===== config.mk =====
export PLATFORM = sky130hd
export DESIGN_NAME = mult_div_unit
export DESIGN_NICKNAME = d
export VERILOG_FILES = /design/src/rtl/mult_div_unit.sv
export SDC_FILE = /design/constraint.sdc
export NUM_CORES = 1
export LEC_CHECK = 0
export CORE_UTILIZATION = 45
export CTS_BUF_LIST = sky130_fd_sc_hd__clkbuf_4
export CTS_CLUSTER_SIZE = 8
export DETAILED_ROUTE_END_ITERATION = 10
export GPL_ROUTABILITY_DRIVEN = 1
export REMOVE_ABC_BUFFERS = 1
export SETUP_SLACK_MARGIN = 0.05
export SYNTH_ARGS = -nofsm -noshare
export SYNTH_HDL_FRONTEND = slang
export SYNTH_SLANG_ARGS = --single-unit
export TNS_END_PERCENT = 5

===== constraint.sdc =====
create_clock -name clk -period 12 [get_ports clk]
set_clock_uncertainty 0.2 [all_clocks]
set_input_delay 2.4 -clock clk [delete_from_list [all_inputs] [get_ports clk]]
set_output_delay 2.4 -clock clk [all_outputs]
set_load 0.01 [all_outputs]

===== src/rtl/mult_div_unit.sv =====
// Multicycle signed multiply/divide unit feeding the HI/LO inputs of the register-write-data mux.
// Radix-2 Booth multiply and restoring divide, each WIDTH steps followed by one sign-fix cycle.
module mult_div_unit #(
  parameter int WIDTH = 32
) (
  input  logic             clk,
  input  logic             reset,
  input  logic             start_mult,
  input  logic             start_div,
  input  logic [WIDTH-1:0] a,
  input  logic [WIDTH-1:0] b,
  output logic [WIDTH-1:0] hi,
  output logic [WIDTH-1:0] lo,
  output logic             busy,
  output logic             done,
  output logic             div_zero,
  output logic [1:0]       dbg_state
);

  localparam int CW = $clog2(WIDTH);
  localparam logic [CW-1:0] LAST_STEP = CW'(WIDTH - 1);

  typedef enum logic [1:0] {
    IDLE = 2'd0,
    MULT = 2'd1,
    DIV  = 2'd2,
    FIX  = 2'd3
  } state_t;

  // Handshake: start_mult/start_div are single-cycle requests honoured only while
  // busy=0; done (or div_zero) pulses for exactly one cycle as the completion response.

  state_t           state;
  logic [2*WIDTH:0] acc;
  logic [WIDTH-1:0] mcand;
  logic [WIDTH-1:0] rem;
  logic [WIDTH-1:0] quo;
  logic [CW-1:0]    cnt;
  logic             is_div;
  logic             neg_q;
  logic             neg_r;

  logic [WIDTH:0]   booth_sum;
  logic [WIDTH:0]   div_shift;
  logic [WIDTH-1:0] div_diff;
  logic             div_fits;
  logic [WIDTH-1:0] a_mag;
  logic [WIDTH-1:0] b_mag;

  // Booth add is done one bit wider so the most-negative multiplicand cannot overflow.
  always_comb begin
    booth_sum = {acc[2*WIDTH], acc[2*WIDTH:WIDTH+1]};
    case (acc[1:0])
      2'b01:   booth_sum = booth_sum + {mcand[WIDTH-1], mcand};
      2'b10:   booth_sum = booth_sum - {mcand[WIDTH-1], mcand};
      default: booth_sum = {acc[2*WIDTH], acc[2*WIDTH:WIDTH+1]};
    endcase
  end

  // Partial remainder is always below the divisor, so the difference fits in WIDTH bits.
  always_comb begin
    div_shift = {rem, quo[WIDTH-1]};
    div_fits  = (div_shift >= {1'b0, mcand});
    div_diff  = div_shift[WIDTH-1:0] - mcand;
    a_mag     = a[WIDTH-1] ? -a : a;
    b_mag     = b[WIDTH-1] ? -b : b;
  end

  always_ff @(posedge clk or negedge reset) begin
    if (!reset) begin
      state    <= IDLE;
      acc      <= '0;
      mcand    <= '0;
      rem      <= '0;
      quo      <= '0;
      cnt      <= '0;
      is_div   <= 1'b0;
      neg_q    <= 1'b0;
      neg_r    <= 1'b0;
      hi       <= '0;
      lo       <= '0;
      done     <= 1'b0;
      div_zero <= 1'b0;
    end else begin
      done     <= 1'b0;
      div_zero <= 1'b0;
      case (state)
        IDLE: begin
          if (start_mult) begin
            acc    <= {{WIDTH{1'b0}}, b, 1'b0};
            mcand  <= a;
            cnt    <= '0;
            is_div <= 1'b0;
            state  <= MULT;
          end else if (start_div) begin
            if (b == '0) begin
              div_zero <= 1'b1;
            end else begin
              mcand  <= b_mag;
              rem    <= '0;
              quo    <= a_mag;
              neg_q  <= a[WIDTH-1] ^ b[WIDTH-1];
              neg_r  <= a[WIDTH-1];
              cnt    <= '0;
              is_div <= 1'b1;
              state  <= DIV;
            end
          end
        end
        MULT: begin
          acc <= {booth_sum, acc[WIDTH:1]};
          cnt <= cnt + 1'b1;
          if (cnt == LAST_STEP) state <= FIX;
        end
        DIV: begin
          if (div_fits) begin
            rem <= div_diff;
            quo <= {quo[WIDTH-2:0], 1'b1};
          end else begin
            rem <= div_shift[WIDTH-1:0];
            quo <= {quo[WIDTH-2:0], 1'b0};
          end
          cnt <= cnt + 1'b1;
          if (cnt == LAST_STEP) state <= FIX;
        end
        FIX: begin
          if (is_div) begin
            lo <= neg_q ? -quo : quo;
            hi <= neg_r ? -rem : rem;
          end else begin
            hi <= acc[2*WIDTH:WIDTH+1];
            lo <= acc[WIDTH:1];
          end
          done  <= 1'b1;
          state <= IDLE;
        end
        default: state <= IDLE;
      endcase
    end
  end

  assign busy      = (state != IDLE);
  assign dbg_state = state;

endmodule


After elaboration in Yosys (flattened, before gate mapping)
Cells that the tools add are included. W data, S select, Z words.

Register bits: 237. Bits in latches: 0. RAM bits: 0. Bits in read-only memories: 0. Bits of input ports: 68. Word-level logic and storage cells: 95. Memories: 0.

Add/sub/neg operators: 8. Multiply operators: 0. Divide/modulo/power cells: 0. Order comparisons: 1. Equal/unequal tests: 15. Shift operators: 0. Mux-type cells: 39. Bitwise logic cells: 3. Reductions and logical operators: 15.

Operator list (number): $mux W32 (16); $pmux W65 S2 (1); $neg A32 Y32 (4); $pmux W32 S2 (2); $pmux W33 S2 (1); $mux W65 (1); $add A32 B32 Y33 (1); $ge A33 B32 Y1 (1); $sub A32 B32 Y33 (1); $logic_not A32 Y1 (1); $sub A32 B32 Y32 (1); $mux W5 (3); $reduce_and A3 Y1 (4); $ne A2 B2 Y1 const B (5); $pmux W5 S2 (1); $reduce_bool A2 Y1 (5); $mux W1 (9); $mux W2 (4); $reduce_and A4 Y1 (2); $eq A2 B2 Y1 const B (3); $ne A3 B3 Y1 const B (2); $pmux W2 S3 (1); $add A5 B1 Y5 const B (1); $eq A5 B5 Y1 const B (1); other kinds (8) (10).

Longest topological paths before layout
Depth in word-level cells: 6. Depth in mapped cells: 19.

Worst setup path before layout
Ideal clock, no wire load.

Path type: input to register. Start point: input b[27]. End point: register quo[0]. Arrival: 4.961 ns. Required time: 11.682 ns. Slack: 6.720 ns. Cell stages on the path: 9. Path buffers: 2. Path through: or4_1 > or4_1 > o41ai_4 > nor2_2 > a21oi_1 > buf_2 > buf_2 > a211oi_1 > a21o_1.

Word-level cells in the longest chain between the ends: 3.

Ends and longest elaborated chain: start, declared (line 11) `input logic [WIDTH-1:0] b,`; $logic_not A32 Y1 (line 96) `if (b == '0) begin`; $ne A2 B2 Y1 (no source line); $reduce_and A4 Y1 (no source line); end signal, assigned (line 101) `quo <= a_mag;`; end signal, assigned (line 118) `quo <= {quo[WIDTH-2:0], 1'b1};`; end signal, assigned (line 121) `quo <= {quo[WIDTH-2:0], 1'b0};`; end, declared (line 37) `logic [WIDTH-1:0] quo;`.

No other way between the ends. A chain may end at the register's enable or synchronous reset.

Worst setup path after layout
Start point: input b[0]. End point: register quo[26].

Same word-level chain as after synthesis.

==> flow_summary.ini <==
[die]
die_h_um = 201
core_area_sq_mm = 0.0389
die_area_sq_mm = 0.0406
initial_core_util_pct = 46.0
fp-row-count = 72
pin_count = 137
die_x_um = 201

[placed_design]
dp.cells = 2683
dp_hpwl_um = 40000
portBuffers = 136
dp_slack_ns = 5.25
place_congestion = 0.952

[synth]
synth-edff-count = 0
synth_flop_cell = dfrtp_1
postSynthCellCount = 2138
synth_cell_type_count = 80
avgSynthCellArea_sq_um = 8.37
yosys_warnings = 0
seq_area_frac_synth_pct = 33.1
ys_async_sr_fraction_pct = 100
synth_seq_cells = 237
netlist_area_sq_mm = 0.0179

[sta]
rsz0062_at_grt = false
worstMarginPinSlew_ns = 1.24
setup_violations = 0
finalCritPeriodShare_pct = 50.1
hold_viol = 0
drv_slew = 0
slew_headroom_pct = 17.1
setup_slack_ns = 5.99
clock.fmax_mhz = 166
finalCriticalPeriod_ns = 6.01
fin_setup_tns_ns = 0

[clocking]
h-tree-depth = 3
cts_hold_buf = 0
cts_tree = yes
insertion_delay_ns = 0.78
clk_path_buf_depth = 3
clockRootBuffer = clkbuf_4
post-cts-setup-buffers = 0
ctsResizeCount = 0
cts_buffers = 69
clkTransAtPathRegs_ns = 0.06
clock-sinks = 237

[worst_setup_path]
cp.required_ns = 12.47
cp-end-kind = flop
startpoint_type = input port
crit_arrival_ns = 6.48
path_max_fanout = 88
crit_path_cell_trace = clkdlybuf4s50_1, inv_1, ha_1, nor2b_1, nand4_1, o41ai_4, nor2_2, a21oi_4, buf_4, mux2_2
rrSetupSlack_ns = 6.63
crit_buf_inv = 3
slowest_delay_ns = 0.77
criticalPathCategory = input port to flop
path_delay_family = buffers and inverters
cpMaxStageDelayCell = buf_4

[routing]
wl_um = 54800
viasPerCell = 5.79
drtIter0Drc = 1023
antenna_left = 0
firstDrtPassIters = 6
wl_per_cell_um = 19.6
vias = 16231
drc = 0

[final_layout]
fin_nets = 2382
drive_gt1_share_pct = 9.72
fillers = 3745
fin_cells = 2802
area_growth_pct = 14.3

[power_and_ir_drop]
p_leak_nw = 8.88
peakVddDrop_v = 0.000119
p_per_area_mw_per_mm2 = 298

[global_route]
grt_pass1_wl_um = 87500
gr-total-overflow = 0
grt_max_degree = 140
grt_pass1_vias = 15941
antenna_found_initial = 2
track_usage_pct = 27.2

[worst_hold_path]
worst_hold_path_type = flop to flop

[run]
drv_cap = 0

[status]
outcome = finished, final reports clean
[sequential cells by signal, indices dropped and copies added (netlist names)]
name,flops
dbg_state,2
cnt,5
neg_r,1
done,1
div_zero,1
mcand,32
lo,32
rem,32
quo,32
hi,32
is_div,1
neg_q,1
acc,65
[placed cells by master (no fill, tap or decap), types with 6 or more instances in the layout]
cell             count
clkinv_1            11
nor2b_1             13
nand4_1             22
o22ai_1             10
nand2b_1            13
o21ai_0            151
or3_1               13
inv_1               82
o2111ai_1            6
xor2_1             112
ha_1                73
a32oi_1             17
buf_4               16
or4_1               17
clkdlybuf4s50_1    134
dfrtp_1            236
and3_1              14
o211ai_1             7
and2_1               6
a21oi_1            171
or2_2                7
o21a_1              10
nor2_1             168
o31ai_1             42
a22o_1               8
a31oi_1             31
nor3_1              45
o21bai_1             7
xnor2_1             84
mux2_2              63
a211oi_1            14
a22oi_1             20
nor4_1              20
nand2_1            227
mux2i_1             74
nand3_1             46
clkbuf_4           101
a21o_1              27
o41ai_1             23
o21ai_1             55
[cell families (layout without fill, tap and decap cells)]
family / count (synthesis) / after routing / share of synthesized area, %
flops: 237 / 237 / 33.1
mux: 138 / 138 / 8.19
simple gates: 639 / 639 / 16.7
compound gates: 642 / 642 / 22.4
xor+xnor: 196 / 196 / 9.60
buf+inv: 208 / 353 / 4.45
fa+ha+maj: 78 / 78 / 5.54
other cells: 0 / 1 / 0
[cells in the mapped netlist, types with 8 or more instances]
| library cell | count | share of area (%) |
|---|---|---|
| or4_1 | 17 | 0.71 |
| xnor2_1 | 84 | 4.1 |
| ha_1 | 76 | 5.3 |
| a22o_1 | 8 | 0.39 |
| buf_2 | 12 | 0.34 |
| a211oi_1 | 14 | 0.59 |
| buf_1 | 13 | 0.27 |
| o21a_1 | 10 | 0.42 |
| o21ai_1 | 56 | 1.6 |
| a21o_1 | 27 | 1.1 |
| and3_1 | 14 | 0.49 |
| xor2_1 | 112 | 5.5 |
| a22oi_1 | 20 | 0.84 |
| clkbuf_1 | 101 | 2.1 |
| o21ai_0 | 151 | 4.2 |
| nor2_1 | 168 | 3.5 |
| nand2b_1 | 13 | 0.45 |
| nand4_1 | 22 | 0.77 |
| nor2b_1 | 13 | 0.45 |
| o41ai_1 | 23 | 1.1 |
| a32oi_1 | 17 | 0.83 |
| mux2_2 | 63 | 4.0 |
| inv_1 | 82 | 1.7 |
| o31ai_1 | 42 | 1.8 |
| dfrtp_1 | 237 | 33 |
| or3_1 | 13 | 0.45 |
| a21oi_1 | 172 | 4.8 |
| a31oi_1 | 31 | 1.1 |
| o22ai_1 | 10 | 0.35 |
| nand3_1 | 46 | 1.3 |
| nand2_1 | 227 | 4.8 |
| nor3_1 | 45 | 1.3 |
| mux2i_1 | 74 | 4.1 |
| nor4_1 | 20 | 0.70 |
[area by class of cell]
type	instances	area [sq um]	area share, %
Clock buffer	101	758	3.71
Timing Repair Buffer	153	1500	7.34
Tap cell	518	648	3.17
Antenna cell	1	2.50	0.0122
Sequential cell	237	5930	29.0
Multi-Input combinational cell	1693	11200	54.8
Inverter	82	308	1.51
Clock inverter	17	80.1	0.392
[metrics by stage]
| step | util, % | instance area [sq um] | total power [mW] | hold slack (ns) |
|---|---|---|---|---|
| after floorplan | - | 17400 | 4.15 | 0.266 |
| after global placement | 50.4 | 19600 | 5.26 | 0.287 |
| after detailed placement | 50.4 | 19600 | 5.32 | 0.286 |
| after CTS | 52.5 | 20400 | 6.12 | 0.308 |
| after global routing | 52.5 | 20400 | 6.64 | 0.322 |
| final | 52.5 | 20400 | 6.10 | 0.302 |
[worst paths after layout]
path,start,end,cells after the start
max reg2reg,mcand[4],acc[64],16
max,b[0],quo[26],10
min reg2reg,hi[18],hi[18],1
min,hi[18],hi[18],1
max in group asynchronous,reset,is_div,2
min in group asynchronous,reset,hi[4],1
[power by group]
part           total [mW]  switching [mW]  internal (mW)
Clock               0.758           0.374          0.385
Combinational        3.78            2.18           1.60
Sequential           1.56           0.423           1.14
[per-layer routing]
layer / part of all wire (%) / GRT usage, % / wire length, um
met1: 46 / 37.1 / 25400
met2: 45 / 42.9 / 24900
met3: 5.3 / 4.92 / 2920
met4: 2.9 / 10.2 / 1570
met5: 0 / 0 / 0
Power figures use the tool's default switching activity.
